<file path="src/rtl/inst_mem_loader.sv">
// Debug program loader: packs UART bytes MSB-first into words and writes them to instruction memory.
// Write strobe one cycle after the 4th byte; rx_ready only in RECV, so bytes stall (never drop) elsewhere.
module inst_mem_loader #(
  parameter int               NBITS     = 32,
  parameter int               MEM_DEPTH = 64,
  parameter logic [NBITS-1:0] HALT_WORD = {NBITS{1'b1}},
  localparam int              CW        = $clog2(MEM_DEPTH) + 1
) (
  input  logic             i_clk,
  input  logic             i_rst,
  input  logic             i_start,
  input  logic [7:0]       i_rx_data,
  input  logic             i_rx_valid,
  output logic             o_rx_ready,
  output logic             o_inst_mem_wr_en,
  output logic [NBITS-1:0] o_inst_mem_addr,
  output logic [NBITS-1:0] o_inst_mem_data,
  output logic             o_cpu_rst,
  output logic             o_busy,
  output logic             o_done,
  output logic             o_overflow,
  output logic [CW-1:0]    o_word_count
);

  typedef enum logic [1:0] {
    S_IDLE,
    S_RECV,
    S_WRITE,
    S_DONE
  } state_t;

  state_t           state_q;
  state_t           state_d;
  logic [1:0]       byte_idx_q;
  logic [NBITS-1:0] shift_q;
  logic [NBITS-1:0] data_q;
  logic [NBITS-1:0] addr_q;
  logic [CW-1:0]    word_count_q;
  logic             overflow_q;

  logic             byte_acc;
  logic             word_is_halt;
  logic             last_slot;
  logic [NBITS-1:0] packed_word;

  assign byte_acc     = i_rx_valid && (state_q == S_RECV);
  assign word_is_halt = (data_q == HALT_WORD);
  assign last_slot    = (word_count_q == CW'(MEM_DEPTH - 1));
  assign packed_word  = {shift_q[NBITS-9:0], i_rx_data};

  always_ff @(posedge i_clk or posedge i_rst) begin
    if (i_rst) begin
      state_q <= S_IDLE;
    end else begin
      state_q <= state_d;
    end
  end

  always_comb begin
    state_d = state_q;
    unique case (state_q)
      S_IDLE, S_DONE: if (i_start) state_d = S_RECV;
      S_RECV:         if (byte_acc && (byte_idx_q == 2'd3)) state_d = S_WRITE;
      S_WRITE:        state_d = (word_is_halt || last_slot) ? S_DONE : S_RECV;
      default:        state_d = S_IDLE;
    endcase
  end

  // addr/data are latched with the 4th byte so they are stable for the whole WRITE cycle
  always_ff @(posedge i_clk or posedge i_rst) begin
    if (i_rst) begin
      byte_idx_q   <= '0;
      shift_q      <= '0;
      data_q       <= '0;
      addr_q       <= '0;
      word_count_q <= '0;
      overflow_q   <= 1'b0;
    end else begin
      unique case (state_q)
        S_IDLE, S_DONE: begin
          if (i_start) begin
            byte_idx_q   <= '0;
            word_count_q <= '0;
            overflow_q   <= 1'b0;
          end
        end
        S_RECV: begin
          if (i_rx_valid) begin
            shift_q    <= packed_word;
            byte_idx_q <= byte_idx_q + 2'd1;
            if (byte_idx_q == 2'd3) begin
              data_q <= packed_word;
              addr_q <= {{(NBITS-CW-2){1'b0}}, word_count_q, 2'b00};
            end
          end
        end
        S_WRITE: begin
          word_count_q <= word_count_q + CW'(1);
          // a halt word landing in the last slot is a clean finish, not an overflow
          if (!word_is_halt && last_slot) overflow_q <= 1'b1;
        end
        default: ;
      endcase
    end
  end

  assign o_rx_ready       = (state_q == S_RECV);
  assign o_inst_mem_wr_en = (state_q == S_WRITE);
  assign o_busy           = (state_q == S_RECV) || (state_q == S_WRITE);
  assign o_done           = (state_q == S_DONE);
  assign o_cpu_rst        = (state_q != S_DONE);
  assign o_inst_mem_addr  = addr_q;
  assign o_inst_mem_data  = data_q;
  assign o_overflow       = overflow_q;
  assign o_word_count     = word_count_q;

endmodule

</file>
<file path="config.mk">
export PLATFORM = sky130hd
export DESIGN_NAME = inst_mem_loader
export DESIGN_NICKNAME = d
export VERILOG_FILES = /design/src/rtl/inst_mem_loader.sv
export SDC_FILE = /design/constraint.sdc
export NUM_CORES = 1
export LEC_CHECK = 0
export CORE_ASPECT_RATIO = 1.4
export CORE_MARGIN = 5
export CORE_UTILIZATION = 52
export DETAILED_ROUTE_END_ITERATION = 8
export GPL_TIMING_DRIVEN = 0
export MAX_ROUTING_LAYER = met4
export PLACE_DENSITY = 0.89
export SKIP_LAST_GASP = 1
export SYNTH_ARGS = -nofsm -noshare
export SYNTH_HDL_FRONTEND = slang
export SYNTH_SLANG_ARGS = --single-unit
</file>
<file path="constraint.sdc">
create_clock -name i_clk -period 5.65 [get_ports i_clk]
set_input_delay 1.13 -clock i_clk [delete_from_list [all_inputs] [get_ports i_clk]]
set_output_delay 1.13 -clock i_clk [all_outputs]
set_load 0.02 [all_outputs]
</file>
==> results by group <==
Setup path
  • CP required: 4.52 ns
  • CP bufs+invs: 3
  • Crit end category: output pin
  • Worst R2R Path Depth: 6
  • Crit path cell chain: inv_1 > ha_1 > inv_1 > clkdlybuf4s50_1
  • Crit-path max FO: 7
  • Max incr delay on CP: 0.60 ns
  • R2r setup slk: 3.97 ns
  • Startpoint types: flip-flop
  • Cell depth of the worst setup path: 4
  • Most common cell on crit path: inv_1
  • Top delay family on crit path: buffers and inverters
  • Slowest-stage cell, CP: clkdlybuf4s50_1
  • Crit Path Class: flip-flop to output pin
  • Crit path DAT: 1.88 ns

Clocking
  • Worst-case clock buffer depth: 2
  • Cts hold-fix bufs: 0
  • CTS Root Cell: clkbuf_8
  • CTS Buf Count: 9
  • Later-pin clock latency in the skew report: 0.34 ns
  • # Post-CTS Setup Buffers: 0
  • CTS tree: done
  • H-tree depth: 3
  • Clk sink count: 75
  • Worst-path clk slew: 0.07 ns
  • Post-CTS sizing: 0

Hold path
  • Hold-critical path depth: 1
  • Path type of the worst min-delay path: flip-flop to flip-flop

Global routing
  • GR Overflow Total: 0
  • First-pass GRT wire length: 11,320 um
  • Overall Global Routing Usage: 0.1817
  • Vias in the first global route: ~2,300
  • Pin count of the biggest net entering global routing: 76
  • Antenna violations before repair: 0

Timing
  • Total Neg Setup Slack: 0 ns
  • FMAX: 0.3321 GHz
  • Least-Margin Pin Slew: 0.8863 ns
  • Final Setup Violations: 0
  • Final Hold Vio Count: 0
  • Setup ws final: roughly 2.6 ns
  • RSZ-0062 raised after global routing: false
  • Slew Limit Fails: 0
  • Relative slew slack: 0.4091
  • Setup Skew: 0.004193 ns
  • Minimum clock period: 3.011 ns
  • Final period util: 0.5329

Logic synthesis
  • Gate count of the mapped netlist: roughly 240
  • Cell variety after synth: 30
  • Synthesized area per cell: 13.55 um^2
  • Seq/Total Area, Yosys: 0.5725
  • Dominant synthesized flop cell: dfrtp_1
  • Async SR Flop Fraction: 1.000
  • Number of synthesized register bits: 75
  • EDFF count, synth: 0
  • Synth warnings: 0
  • Cell Area, Synth: ~3300 um^2

Pwr
  • Power density cells: 531.4 nW/um^2
  • Max VDD drop: 0.0003194 V
  • P_leak: 0.001992 uW
  • Total power: 2289 uW

Outcome
  • Status: complete, no violations

Floorplanning
  • Core region area: 6168 um^2
  • Chip width: between 70 and 80 um
  • Chip height: a little over 100 um
  • Starting density of the core: 0.5314
  • Rows: 34
  • Die ar.: roughly 8000 um^2
  • Ports: slightly below 90

Placed design
  • DP Area: between 4000 and 5000 um^2
  • HPWL Detailed: 4932 um
  • Pre-CTS setup slack: 2.994 ns
  • Placed instance count: 400
  • Final Wtd Congestion: 0.7796
  • Port Buffer Count: 62

Finish
  • Layout area overhead: 31.41%
  • Commonest non-fill, non-tap cell in the layout: dfrtp_1
  • Most frequent cells in the layout: dfrtp_1 (75), mux2_2 (63), clkdlybuf4s50_1 (62)
  • Diode count: 0
  • Final cell count without fillers: between 400 and 500
  • # nets final: 356
  • Share of cells above drive strength 1: 0.3401
  • Final Cell Area: 4308 um^2
  • Fillcell total: 442

Drt
  • DR iter-0 viols: 83
  • DR DRC count: 0
  • Final wirelength: 6567 um
  • Drt wl/cell: 15.79 um
  • Drt first pass iters: 4
  • Vias: 2,109
  • Antenna Violating Nets Remaining: 0
  • Vias/cell: 5.070

Job
  • Max-Cap Viols: 0
==> area by class of cell <==
type	instances	area [um^2]	share of cell area
Tap cell	72	90.09	0.02091
Clock inverter	6	88.84	0.02062
Buffer	33	237.7	0.05518
Clock buffer	10	137.6	0.03195
Inverter	6	25.02	0.005809
Multi-Input combinational cell	152	1231	0.2858
Timing Repair Buffer	62	620.6	0.1441
Sequential cell	75	1877	0.4357
==> metrics by stage <==
| stage | utilization | hold slack (ns) |
|---|---|---|
| after floorplan | - | 0.4750 |
| after global placement | 0.6613 | 0.4869 |
| after detailed placement | 0.6617 | 0.4928 |
| after CTS | 0.6984 | 0.5103 |
| after global routing | 0.6984 | 0.5198 |
| final | 0.6984 | 0.5050 |
==> synth_stat cells (all sizes together) (3+ instances only) <==
library cell  instances  area share
a21oi                 3      0.0046
buf                  33       0.073
dfrtp                75        0.57
ha                    5       0.019
inv                   6      0.0069
mux2                 64        0.22
nand2                 9       0.011
nand4                11       0.021
nor2                  6      0.0069
o21ai                 7       0.011
xor2                  4       0.011
==> final timing paths <==
kind                              from                 end
max                         state_q[0]              o_busy
min                        shift_q[16]         shift_q[16]
max reg2reg                 state_q[1]  o_inst_mem_data[1]
min reg2reg                shift_q[16]         shift_q[16]
max in group asynchronous        i_rst          state_q[1]
min in group asynchronous        i_rst  o_inst_mem_addr[2]
==> routing by layer <==
metal  vias up  global-route usage  wire length [um]
met5         -                   -                 0
met4         0             0.09582               206
met3        13             0.03553               313
met2        59              0.2953              3390
met1      1040              0.2113              2657
li1        997                   -                 -
==> flip-flops by register name, summed over array words and instances (netlist names) <==
register and cells:
o_inst_mem_data 32, shift_q 24, o_inst_mem_addr 7, o_word_count 7
byte_idx_q 2, state_q 2, o_overflow 1
==> kinds of logic (layout without fill, tap and decap cells) <==
logic type                 Yosys count  count (layout)  synth area share
and+or+nand+nor                     36              36           0.05916
DFF                                 75              75            0.5725
buffers and inverters               39             117           0.07939
muxes                               65              65            0.2240
AOI/OAI and AO/OA                   17              17           0.03397
xor gates and xnor gates             4               4           0.01069
adders and majority gates            5               5           0.01908
other                                1              25          0.001144
==> power by group <==
| group | switching (uW) | total (uW) | internal (uW) | leakage, uW |
|---|---|---|---|---|
| Combinational | 409 | 897 | 488 | 0.000958 |
| Clock | 195 | 455 | 260 | 0.000108 |
| Sequential | 178 | 937 | 759 | 0.000926 |
Power figures use the tool's default switching activity.
